===== src/rtl/show_sequencer.sv =====
// show_sequencer: steps through a small program of 4-bit decoration opcodes.
// Color opcodes update a static lamp-color register; sound and movement
// opcodes are sent to the shared effect actuator over a valid/ready port.
// After each step the block waits a programmable dwell time.
//
// Optional feature: define SHOW_SEQ_LOOP_EN to make the program wrap from
// the last slot back to slot 0 forever instead of stopping in DONE.
//
// Ports:
//   clk, rst              clock, asynchronous active-high reset
//   start, stop           single-cycle control pulses
//   load_we/addr/data     program write port (ignored while busy)
//   dwell                 dwell length in cycles minus 1
//   cmd_valid/op/ready    effect command handshake
//   color                 00 green, 01 purple, 10 orange, 11 off
//   slot                  current program slot
//   busy, done            status flags
module show_sequencer #(
  parameter int unsigned NSLOT = 4,
  parameter int unsigned DW    = 8
) (
  input  logic                     clk,
  input  logic                     rst,
  input  logic                     start,
  input  logic                     stop,
  input  logic                     load_we,
  input  logic [$clog2(NSLOT)-1:0] load_addr,
  input  logic [3:0]               load_data,
  input  logic [DW-1:0]            dwell,
  output logic                     cmd_valid,
  output logic [3:0]               cmd_op,
  input  logic                     cmd_ready,
  output logic [1:0]               color,
  output logic [$clog2(NSLOT)-1:0] slot,
  output logic                     busy,
  output logic                     done
);

  localparam int unsigned SW = $clog2(NSLOT);
  localparam logic [SW-1:0] LastSlot = SW'(NSLOT - 1);

  typedef enum logic [2:0] {StIdle, StFetch, StIssue, StDwell, StDone} state_e;

  state_e          state_q, state_d;
  logic [SW-1:0]   slot_q, slot_d;
  logic [1:0]      color_q, color_d;
  logic [3:0]      op_q, op_d;
  logic [DW-1:0]   cnt_q, cnt_d;
  logic            stop_pend_q, stop_pend_d;
  logic            cmd_valid_q, busy_q, done_q;
  logic [3:0]      prog_q [NSLOT];
  logic [3:0]      fetch_op;

  always_comb begin
    state_d     = state_q;
    slot_d      = slot_q;
    color_d     = color_q;
    op_d        = op_q;
    cnt_d       = cnt_q;
    stop_pend_d = stop_pend_q;
    fetch_op    = prog_q[slot_q];

    unique case (state_q)
      StIdle, StDone: begin
        // stop wins over a simultaneous start
        if (start && !stop) begin
          slot_d  = '0;
          state_d = StFetch;
        end
      end
      StFetch: begin
        op_d = fetch_op;
        if (stop) begin
          state_d = StIdle;
        end else if (fetch_op[3:2] == 2'b01) begin
          // 0111 is a no-op within the color class
          if (fetch_op[1:0] != 2'b11) color_d = fetch_op[1:0];
          cnt_d   = dwell;
          state_d = StDwell;
        end else if (fetch_op[3] && (fetch_op[1:0] != 2'b11)) begin
          stop_pend_d = 1'b0;
          state_d     = StIssue;
        end else if (fetch_op == 4'b0001) begin
          color_d = 2'b11;
          slot_d  = '0;
          state_d = StIdle;
        end else begin
          cnt_d   = dwell;
          state_d = StDwell;
        end
      end
      StIssue: begin
        // A stop here only takes effect once the pending command is accepted.
        if (stop) stop_pend_d = 1'b1;
        if (cmd_valid_q && cmd_ready) begin
          stop_pend_d = 1'b0;
          if (stop || stop_pend_q) begin
            state_d = StIdle;
          end else begin
            cnt_d   = dwell;
            state_d = StDwell;
          end
        end
      end
      StDwell: begin
        if (stop) begin
          state_d = StIdle;
        end else if (cnt_q != '0) begin
          cnt_d = cnt_q - DW'(1);
        end else if (slot_q != LastSlot) begin
          slot_d  = slot_q + SW'(1);
          state_d = StFetch;
        end else begin
`ifdef SHOW_SEQ_LOOP_EN
          slot_d  = '0;
          state_d = StFetch;
`else
          state_d = StDone;
`endif
        end
      end
      default: state_d = StIdle;
    endcase
  end

  always_ff @(posedge clk or posedge rst) begin
    if (rst) begin
      state_q     <= StIdle;
      slot_q      <= '0;
      color_q     <= 2'b11;
      op_q        <= '0;
      cnt_q       <= '0;
      stop_pend_q <= 1'b0;
      cmd_valid_q <= 1'b0;
      busy_q      <= 1'b0;
      done_q      <= 1'b0;
      prog_q      <= '{default: '0};
    end else begin
      state_q     <= state_d;
      slot_q      <= slot_d;
      color_q     <= color_d;
      op_q        <= op_d;
      cnt_q       <= cnt_d;
      stop_pend_q <= stop_pend_d;
      // Status flags are registered from the next state so they line up
      // with the state register.
      cmd_valid_q <= (state_d == StIssue);
      busy_q      <= (state_d == StFetch) || (state_d == StIssue) || (state_d == StDwell);
      done_q      <= (state_d == StDone);
      if (load_we && !busy_q) prog_q[load_addr] <= load_data;
    end
  end

  assign cmd_valid = cmd_valid_q;
  assign cmd_op    = op_q;
  assign color     = color_q;
  assign slot      = slot_q;
  assign busy      = busy_q;
  assign done      = done_q;

endmodule

===== config.mk =====
export PLATFORM = sky130hd
export DESIGN_NAME = show_sequencer
export DESIGN_NICKNAME = d
export VERILOG_FILES = /design/src/rtl/show_sequencer.sv
export SDC_FILE = /design/constraint.sdc
export NUM_CORES = 1
export LEC_CHECK = 0
export CORE_ASPECT_RATIO = 0.7
export CORE_MARGIN = 2
export CORE_UTILIZATION = 35
export DETAILED_ROUTE_END_ITERATION = 8
export HOLD_SLACK_MARGIN = 0.12
export PLACE_DENSITY_LB_ADDON = 0.2
export SLEW_MARGIN = 10
export SYNTH_ARGS = -nofsm -noshare
export SYNTH_HDL_FRONTEND = slang
export SYNTH_SLANG_ARGS = --single-unit

===== constraint.sdc =====
create_clock -name clk -period 2.5 [get_ports clk]
set_input_delay 0.75 -clock clk [delete_from_list [all_inputs] [get_ports clk]]
set_output_delay 0.75 -clock clk [all_outputs]
set_load 0.1 [all_outputs]

==> flow_summary.yaml <==
timing:
  fin_skew_ns: 0.0126
  rsz0062_at_grt: "false"
  finalSetupViolations: 0
  hold_violations: 0
  finalCritPeriodShare_pct: 92.7
  tightest_slew_ns: 0.439
  fin_hold_ws_ns: 0.483
  layout_min_cycle_time_ns: 2.32
  setup_tns_ns: 0
  relSlewSlack_pct: 70.7
  max_freq_mhz: 432
  slew_viol_final: 0
synth:
  ys_seq_elements: 39
  synth_top_family_by_area: "simple AND/OR/NAND/NOR gates"
  synth_adder_area_share_pct: 1.21
  ys.flop_type: "dfrtp_1"
  synth-simple-area-share_pct: 19.6
  async_flop_share_pct: 100
  syn_area_per_cell_sq_um: 10.4
  ys_seq_area_share_pct: 47.5
  synthMuxAreaShare_pct: 14.1
  synth_cells: 198
  syn_nets: 220
  ys_warn_count: 0
  synth-edff-count: 0
  ys_types: 45
  synth_compound_area_share_pct: 14.0
  netlist_area_sq_um: 2060
  synth_xor_area_share_pct: 0.425
detailed_routing:
  drt-pass1-iter-count: 7
  wl_microns: 4370
  vias: 1585
  antenna_left: 0
  drcViolationCount: 0
  routedWlPerCell_microns: 14.0
  viasPerCell: 5.08
  drt_iter0_drc: 81
worst_hold_path:
  hp-class: "register to register"
power:
  sw_frac_of_total_pct: 47.5
  seqPwrFrac_pct: 36.0
  power_density_nw_per_um2: 1280
  pwr-share-comb_pct: 50.3
  p_clk_share_pct: 13.7
  p_int_uw: 1720
  p_sw_uw: 1550
  irDropWorstVdd_uv: 375
  power_leakage_uw: 0.00107
layout:
  area_delta_synth_final_pct: 24.0
  layout-drive-gt1-share_pct: 27.0
  multi_input_area_sq_um: 1020
  final_cell_mix: "dfrtp_1 (36), nand2_1 (30), nor2_1 (19), clkdlybuf4s50_1 (19), buf_4 (18)"
  diodes: 0
  final_common_cell: "dfrtp_1"
  fill_cells: 553
  stdcell_count: 312
  seqCellArea_sq_um: 980
  nets: 258
grt:
  grt_overflow: 0
  grt_util_all_layers_pct: 15.1
  grt_pass1_wl_microns: 7390
  grt_antenna_before_repair: 0
  grt_max_degree: 31
  grt_pass1_vias: 1491
worst_setup_path:
  cp.required_ns: 2.68
  critPathMaxFanout: 5
  arrival_ns: 2.49
  end_kind: "register"
  worst-setup-path-type: "register to register"
  worst_setup_path_start_kind: "register"
clock_network:
  insertion_delay_ns: 0.30
  cts_root_buffer: "clkbuf_8"
  htree_levels: 2
  clk_pin_slew_ns: 0.08
  cts_tree: "built"
  post_cts_buffers: 0
  numCtsBuffers: 5
  clk_path_buf_depth: 2
  cts_sinks: 39
  cts_resized: 0
  hold_buffers: 0
status:
  outcome: "complete, no violations"
run:
  maxCapViolations: 0
floorplan:
  die_w_microns: 95.7
  core_area_sq_um: 5700
  chipHeight_microns: 68.2
  ios: 31
  rows: 23
  die-area_sq_um: 6530
  initial_core_util_pct: 36.2
placement:
  io_buffer_count: 30
  dp_hpwl_microns: 3210
  dpl.cell_count: 304
  place_congestion: 0.772
==> per-stage QoR <==
step	util, %	total power, uW	worst slack (ns)	instance area (sq um)
after floorplan	-	2460	0.111	2060
after global placement	43.2	2840	0.117	2460
after detailed placement	43.2	2840	0.132	2460
after CTS	44.9	3300	0.177	2560
after global routing	44.9	3510	0.0695	2560
final	44.9	3270	0.184	2560
==> state kept, by name (all words and copies together) (netlist names) <==
signal / count
state_q: 3
color: 2
cmd_op: 4
done: 1
slot: 2
cmd_valid: 1
busy: 1
stop_pend_q: 1
prog_q: 16
cnt_q: 8
==> worst paths after layout <==
path,start,to,slack [ns],cells past startpoint
min,cmd_op[3],cmd_op[3],0.48,2
max reg2reg,cnt_q[0],busy,0.18,7
min reg2reg,cmd_op[3],cmd_op[3],0.48,2
max in group asynchronous,rst,color[0],1.17,3
min in group asynchronous,rst,prog_q[3],0.74,2
max,cnt_q[0],busy,0.18,7
==> worst max-delay path, cell delays in order (launching register included) <==
cell and delay, ns:
dfrtp_1 0.43, inv_1 0.08, ha_1 0.21, or4b_4 0.52
nor4_4 0.29, nand2_1 0.16, a221o_1 0.35, nand2b_1 0.17
==> final cells by class <==
class / count / share of cell area [%]
Timing Repair Buffer: 38 / 13.5
Clock buffer: 5 / 2.69
Multi-Input combinational cell: 145 / 39.8
Tap cell: 75 / 3.67
Clock inverter: 3 / 0.978
Sequential cell: 39 / 38.3
Inverter: 7 / 1.03
==> power groups by stage <==
stage / Combinational, uW / Sequential (uW) / Clock (uW)
finish: 1650 / 1180 / 447
global route: 1790 / 1230 / 495
CTS: 1650 / 1180 / 461
detailed placement: 1650 / 1190 / 0
global placement: 1640 / 1190 / 0
floorplan: 909 / 1560 / 0
==> synth_stat cells, types with 2 or more instances <==
library cell | n | area, sq um
o22ai_1 | 3 | 18.8
mux4_2 | 4 | 90.1
nand3_1 | 7 | 35.0
clkbuf_1 | 4 | 15.0
dfrtp_1 | 37 | 926
a31oi_1 | 6 | 37.5
dfstp_2 | 2 | 52.6
inv_1 | 7 | 26.3
ha_1 | 2 | 25.0
nor2b_1 | 2 | 12.5
a21oi_1 | 12 | 60.1
or2_2 | 3 | 18.8
nor2_1 | 19 | 71.3
mux2_2 | 17 | 191
o21ai_0 | 9 | 45.0
nor4_1 | 3 | 18.8
nor3_1 | 2 | 10.0
nor3b_1 | 2 | 15.0
nand2_1 | 30 | 113
nand2b_1 | 2 | 12.5
==> routing by layer <==
layer	wire, microns	vias to the layer above	track usage [%]	share of wire, %
met5	0	-	0	0
met4	52	0	5.36	1.2
met3	212	5	3.74	4.9
met2	1810	32	21.2	41
met1	2290	763	22.5	52
li1	-	785	-	-
==> kinds of logic (layout without fill, tap and decap cells) <==
logic type / count (synthesis) / after routing
AOI/OAI and AO/OA: 41 / 41
xor gates and xnor gates: 1 / 1
adders and majority gates: 2 / 2
buffers and inverters: 14 / 53
DFF: 39 / 39
muxes: 22 / 22
and+or+nand+nor: 79 / 79
Note: power is estimated with default switching activity, not from simulation.
